<file path="config.mk">
export PLATFORM = sky130hd
export DESIGN_NAME = btn_debounce_pulse
export DESIGN_NICKNAME = d
export VERILOG_FILES = /design/src/rtl/lab_pkg.sv /design/src/rtl/sync_chain.sv /design/src/rtl/btn_debounce_pulse.sv
export SDC_FILE = /design/constraint.sdc
export NUM_CORES = 1
export LEC_CHECK = 0
export BUFFER_PORTS_ARGS = -buffer_cell sky130_fd_sc_hd__buf_2
export CELL_PAD_IN_SITES_DETAIL_PLACEMENT = 1
export CELL_PAD_IN_SITES_GLOBAL_PLACEMENT = 1
export CORE_AREA = 2 2 39 41
export CTS_CLUSTER_DIAMETER = 100
export DETAILED_ROUTE_END_ITERATION = 16
export DIE_AREA = 0 0 41 43
export GPL_TIMING_DRIVEN = 0
export PLACE_DENSITY = 0.6
export SYNTH_ARGS = -nofsm -noshare
export SYNTH_HDL_FRONTEND = slang
export SYNTH_SLANG_ARGS = --single-unit
</file>
<file path="constraint.sdc">
create_clock -name clk -period 2.5 [get_ports clk]
set_input_delay 0.5 -clock clk [delete_from_list [all_inputs] [get_ports clk]]
set_output_delay 0.5 -clock clk [all_outputs]
set_load 0.005 [all_outputs]
</file>
<file path="src/rtl/lab_pkg.sv">
`default_nettype none
// ============================================================================
// Module      : lab_pkg
// Description : Shared debounce state encoding and default constants.
// Revision    : 1.0 - initial release
// ============================================================================
package lab_pkg;

    localparam logic [1:0] STABLE_LOW  = 2'b00;
    localparam logic [1:0] WAIT_HIGH   = 2'b01;
    localparam logic [1:0] STABLE_HIGH = 2'b11;
    localparam logic [1:0] WAIT_LOW    = 2'b10;

    localparam int SYNC_STAGES_DEF     = 2;
    localparam int DEBOUNCE_CYCLES_DEF = 4;

endpackage
`default_nettype wire

</file>
<file path="src/rtl/sync_chain.sv">
`default_nettype none
// ============================================================================
// Module      : sync_chain
// Description : STAGES-deep flop synchronizer for an asynchronous input.
// Revision    : 1.0 - initial release
// ============================================================================
module sync_chain #(
    parameter int STAGES = 2
) (
    input  logic clk,
    input  logic rst,
    input  logic d,
    output logic q
);

    logic [STAGES-1:0] r_sync;

    always_ff @(posedge clk or negedge rst) begin
        if (!rst) begin
            r_sync <= '0;
        end else begin
            r_sync <= {r_sync[STAGES-2:0], d};
        end
    end

    assign q = r_sync[STAGES-1];

endmodule
`default_nettype wire

</file>
<file path="src/rtl/btn_debounce_pulse.sv">
`default_nettype none
// ============================================================================
// Module      : btn_debounce_pulse
// Description : Synchronizes and debounces a raw button, giving a clean level
//               plus single-cycle rise/fall pulses and a qualification flag.
// Revision    : 1.0 - initial release
// ============================================================================
module btn_debounce_pulse
    import lab_pkg::*;
#(
    parameter int SYNC_STAGES     = SYNC_STAGES_DEF,
    parameter int DEBOUNCE_CYCLES = DEBOUNCE_CYCLES_DEF
) (
    input  logic clk,
    input  logic rst,
    input  logic btn_in,
    output logic level_out,
    output logic rise_pulse,
    output logic fall_pulse,
    output logic busy
);

    localparam int             CNT_W     = $clog2(DEBOUNCE_CYCLES);
    localparam logic [CNT_W-1:0] c_CNT_MAX = CNT_W'(DEBOUNCE_CYCLES - 1);

    logic             w_sync;
    logic [1:0]       r_state;
    logic [1:0]       w_state_nxt;
    logic [CNT_W-1:0] r_cnt;
    logic [CNT_W-1:0] w_cnt_nxt;
    logic             w_rise_nxt;
    logic             w_fall_nxt;
    logic             r_level;
    logic             r_rise;
    logic             r_fall;
    logic             r_busy;

    sync_chain #(
        .STAGES (SYNC_STAGES)
    ) u_sync (
        .clk (clk),
        .rst (rst),
        .d   (btn_in),
        .q   (w_sync)
    );

    always_comb begin
        w_state_nxt = r_state;
        w_cnt_nxt   = r_cnt;
        w_rise_nxt  = 1'b0;
        w_fall_nxt  = 1'b0;
        case (r_state)
            STABLE_LOW: begin
                w_cnt_nxt = '0;
                if (w_sync) begin
                    w_state_nxt = WAIT_HIGH;
                    w_cnt_nxt   = CNT_W'(1);
                end
            end
            WAIT_HIGH: begin
                if (!w_sync) begin
                    w_state_nxt = STABLE_LOW;
                    w_cnt_nxt   = '0;
                end else if (r_cnt == c_CNT_MAX) begin
                    w_state_nxt = STABLE_HIGH;
                    w_cnt_nxt   = '0;
                    w_rise_nxt  = 1'b1;
                end else begin
                    w_cnt_nxt = r_cnt + 1'b1;
                end
            end
            STABLE_HIGH: begin
                w_cnt_nxt = '0;
                if (!w_sync) begin
                    w_state_nxt = WAIT_LOW;
                    w_cnt_nxt   = CNT_W'(1);
                end
            end
            WAIT_LOW: begin
                if (w_sync) begin
                    w_state_nxt = STABLE_HIGH;
                    w_cnt_nxt   = '0;
                end else if (r_cnt == c_CNT_MAX) begin
                    w_state_nxt = STABLE_LOW;
                    w_cnt_nxt   = '0;
                    w_fall_nxt  = 1'b1;
                end else begin
                    w_cnt_nxt = r_cnt + 1'b1;
                end
            end
            default: begin
                w_state_nxt = STABLE_LOW;
                w_cnt_nxt   = '0;
            end
        endcase
    end

    // Outputs are registered from the next state so they align with the state flop.
    always_ff @(posedge clk or negedge rst) begin
        if (!rst) begin
            r_state <= STABLE_LOW;
            r_cnt   <= '0;
            r_level <= 1'b0;
            r_rise  <= 1'b0;
            r_fall  <= 1'b0;
            r_busy  <= 1'b0;
        end else begin
            r_state <= w_state_nxt;
            r_cnt   <= w_cnt_nxt;
            r_level <= (w_state_nxt == STABLE_HIGH) || (w_state_nxt == WAIT_LOW);
            r_rise  <= w_rise_nxt;
            r_fall  <= w_fall_nxt;
            r_busy  <= (w_state_nxt == WAIT_HIGH) || (w_state_nxt == WAIT_LOW);
        end
    end

    assign level_out  = r_level;
    assign rise_pulse = r_rise;
    assign fall_pulse = r_fall;
    assign busy       = r_busy;

endmodule
`default_nettype wire
</file>
* Word-level counts from Yosys, hierarchy flattened
Cells that the tools add are included. Widths: inputs -> output; s select.
Operators by class: order comparisons 0, equal/unequal tests 7, add/sub/neg operators 1, reduce and logical (&&, ||, !) cells 3, $mul 0, div/mod/pow operators 0, shift operators 0, bitwise logic cells 0, muxes and demuxes 18
Operators by type and width (number):
- $mux 2 | 9
- $pmux 2 s4 | 2
- $eq 2x2->1 const B | 5
- $mux 1 | 7
- $eq 2x1->1 const B | 2
- $add 2x1->2 const B | 1
- $logic_not 2->1 | 1
- $logic_or 1x1->1 | 2
Word-level totals: register bits after elaboration 10, latch bits 0, bits of input ports 3, memory bits (read-only) 0, output and inout port bits 4, memories kept 0, bits in writable memories 0, logic and storage cells 36

* Depth between registers and ports, before layout
depth after elaboration 6, gate-level depth with buffers 3, gate-level depth less buffers 3

* By module
Synthesis repeated with hierarchy kept, for this count alone.
Second synthesis, totals: cell total of the unflattened synthesis 29, area, all modules 355.3 µm²
Modules (own cells, without submodules):
- btn_debounce_pulse | cells each 27, times used 1, area each 305.3 µm², sequential area each 175.2 µm²
- sync_chain | cells each 2, times used 1, area each 50.0 µm², sequential area each 50.0 µm²

* Least setup slack after synthesis
OpenSTA, ideal clock, no wires.
path kind flip-flop to flip-flop, from reg r_cnt[0], to reg r_fall, in the netlist fall_pulse, path buffers 0, clock period less this slack 995 ps, setup time 120 ps, slack 1505 ps, arrival time 875 ps, stages on the path, launching flop included 4, data required time 2380 ps, cell sequence dfrtp_1 ha_1 nor2b_1 and3_1
Between the ends: word-level cells in the longest chain between the ends 4
Ends and longest elaborated chain:
- start, declared | line btn_debounce_pulse.sv:29 | logic [CNT_W-1:0] r_cnt;
- start signal, assigned | line btn_debounce_pulse.sv:109 | r_cnt <= w_cnt_nxt;
- $eq 2x2->1 | line btn_debounce_pulse.sv:83 | end else if (r_cnt == c_CNT_MAX) begin
- $mux 1 | line btn_debounce_pulse.sv:83
- $mux 1 | line btn_debounce_pulse.sv:80 | if (w_sync) begin
- $mux 1 | line btn_debounce_pulse.sv:52 | case (r_state)
- via w_fall_nxt | line btn_debounce_pulse.sv:32 | logic w_fall_nxt;
- end signal, assigned | line btn_debounce_pulse.sv:112 | r_fall <= w_fall_nxt;
- end, declared | line btn_debounce_pulse.sv:35 | logic r_fall;
The timed path passes the listed nets, and every way through them passes these cells.

* Worst setup path in the final report
from reg r_level, in the netlist level_out, to out level_out
RTL lines:
- start, declared | line btn_debounce_pulse.sv:33 | logic r_level;
- start signal, assigned | line btn_debounce_pulse.sv:110 | r_level <= (w_state_nxt == STABLE_HIGH) || (w_state_nxt == WAIT_LOW);
- end, declared | line btn_debounce_pulse.sv:17 | output logic level_out,
No word-level cell between the ends.

==> results_dict.tcl <==
set metrics [dict create \
    fillCellCount 169 \
    finalSetupTns_ns 0 \
    antenna_found_initial 0 \
    final_nets 44 \
    synth_top_family_by_area "simple AND/OR/NAND/NOR gates" \
    critical-path-max-stage-delay_ns 0.46 \
    ys_warn_count 0 \
    routed_wl_um 629 \
    crit_path_end_kind "output pin" \
    hold_class "in -> async" \
    numCtsBuffers 3 \
    die_y_um 43 \
    drive_gt1_share_pct 25.6 \
    synth_area_sq_um 355 \
    grt_pass1_vias 273 \
    endpoint "level_out" \
    cp_max_fo 8 \
    slew_violations 0 \
    crit_type "reg -> out" \
    root_buffer "clkbuf_4" \
    place_congestion 0.653 \
    start_util_pct 25.7 \
    p_per_area_nw_per_um2 658 \
    dr.pass1.iters 2 \
    cts_hold_buf 0 \
    crit_chain "buf_2" \
    tritoncts "built" \
    cap_violations 0 \
    r2r-start "r_cnt[0]" \
    skew_ns 0.00154 \
    grt_pass1_wl_mm 1.13 \
    max_slew_margin_pct 85.3 \
    worst-path-stages 1 \
    worst_setup_path_start_kind "register" \
    drc 0 \
    synth_fa_ha_area_share_pct 3.52 \
    hold_violations 0 \
    syn_inst 29 \
    fmax_mhz 733 \
    syn_to_final_growth_pct 21.5 \
    ys_ff_latch 9 \
    worstReg2RegEnd "fall_pulse" \
    post-route-util_pct 31.2 \
    postRouteAntennaNets 0 \
    holdWs_ns 0.0839 \
    core_region_area_sq_um 1380 \
    post_cts_resize_count 0 \
    vias_per_cell 4.40 \
    synth_seq_area_share_pct 63.4 \
    path_buf_inv 1 \
    htree_levels 1 \
    rows 14 \
    startpoint "level_out" \
    cts.sinks 9 \
    io_pins 7 \
    die_w_um 41 \
    grt_usage_pct 10.5 \
    routedWlPerCell_um 11.4 \
    critical-path-top-delay-family "flip-flops" \
    dp_worst_setup_slack_ns 1.40 \
    grt_max_degree 10 \
    power.total_mw 0.284 \
    synth_xor_area_share_pct 0 \
    insertion_delay_ns 0.25 \
    cts_buffer_depth 2 \
    gr-total-overflow 0 \
    ys_types 14 \
    rr_worst_depth 3 \
    outcome "finished clean" \
    cts_setup_buffers 0 \
    diodes 0 \
    synth_compound_area_share_pct 8.80 \
    ir_drop_mv 0.240 \
    syn_nets 33 \
    vias 242 \
    synth_area_per_cell_sq_um 12.3 \
    period_minus_slack_ns 1.36 \
    yosys.area_share.simple_pct 21.1 \
    grt_setup_unrepaired "no" \
    p_leak_nw 0.215 \
    critical_path_arrival_ns 0.86 \
    numPortBuffers 6 \
    crit_required_ns 2.00 \
    drt_iter0_markers 2 \
    regToRegSetupSlack_ns 1.43 \
    setup_slack_ns 1.14 \
    setup-violations-final 0 \
    slowest_stage "dfrtp_1" \
    synth_mux_area_share_pct 0 \
    finalCritPeriodShare_pct 54.6 \
    max_slew.worst_pin.slew_ns 0.220 \
    dieArea_sq_um 1760 \
    clk_pin_slew_ns 0.06 \
]
-- sequential cells by signal, summed over array words and instances (netlist names) --
signal / cells
r_state: 1
rise_pulse: 1
u_sync.r_sync: 2
fall_pulse: 1
r_cnt: 2
busy: 1
level_out: 1
-- per-stage QoR --
stage          cell area, sq um  instances
6_report                    432         55
5_1_grt                     432         55
4_1_cts                     432         55
3_5_place_dp                405         51
3_3_place_gp                405         51
2_1_floorplan               355         29
-- layer usage --
metal,GRT usage (%),vias to the layer above,share of wire [%]
met5,0,-,0
met4,8.00,0,1.3
met3,6.28,2,6.8
met2,15.3,7,49
met1,10.0,117,43
li1,-,116,-
-- cell families after synthesis --
group	Yosys count
simple gates	11
flops	9
compound gates	5
buf+inv	3
fa+ha+maj	1
-- cell usage in the layout (no fill, tap or decap) --
cell,n
a21boi_1,1
a21oi_1,1
and2_1,2
and3_1,1
buf_2,6
clkbuf_1,2
clkbuf_4,3
dfrtp_1,9
ha_1,1
inv_1,2
nand2b_1,1
nand2b_2,1
nand3b_1,1
nor2b_1,4
o22ai_1,3
or3b_1,1
-- area by class of cell --
cell class | instances | area [sq um] | area share (%)
clock buffers | 4 | 26.3 | 6.09
plain buffers | 1 | 3.75 | 0.870
repair buffers | 6 | 30.0 | 6.96
multi-input cells | 17 | 119 | 27.5
well taps | 16 | 20.0 | 4.64
flip-flops and latches | 9 | 225 | 52.2
inverters | 2 | 7.51 | 1.74
-- cell usage after synthesis, drive strengths merged --
cell | count | share of area, %
a21boi | 1 | 2.1
and2 | 2 | 3.5
dfrtp | 9 | 63
nor2b | 4 | 7.0
or3b | 1 | 2.5
clkbuf | 1 | 1.1
inv | 2 | 2.1
nand2b | 2 | 4.2
a21oi | 1 | 1.4
and3 | 1 | 1.8
o22ai | 3 | 5.3
nand3b | 1 | 2.1
ha | 1 | 3.5
-- worst min-delay path by stage --
stage | start | to | slack, ns | cells after the start
floorplan | rst | busy | 0.20 | 0
global placement | u_sync.r_sync[0] | u_sync.r_sync[1] | 0.34 | 0
detailed placement | u_sync.r_sync[0] | u_sync.r_sync[1] | 0.34 | 0
CTS | rst | level_out | 0.08 | 1
global route | rst | level_out | 0.09 | 1
finish | rst | fall_pulse | 0.08 | 1
-- report_power, final --
part           leakage [nW]  internal [mW]  total (mW)  switching [mW]
registers             0.109          0.152       0.158         0.00570
logic                0.0904        0.00893      0.0173         0.00832
clock network        0.0150         0.0613       0.109          0.0475
total                 0.215          0.223       0.284          0.0615
No activity file was read; power rests on OpenSTA's default activity.
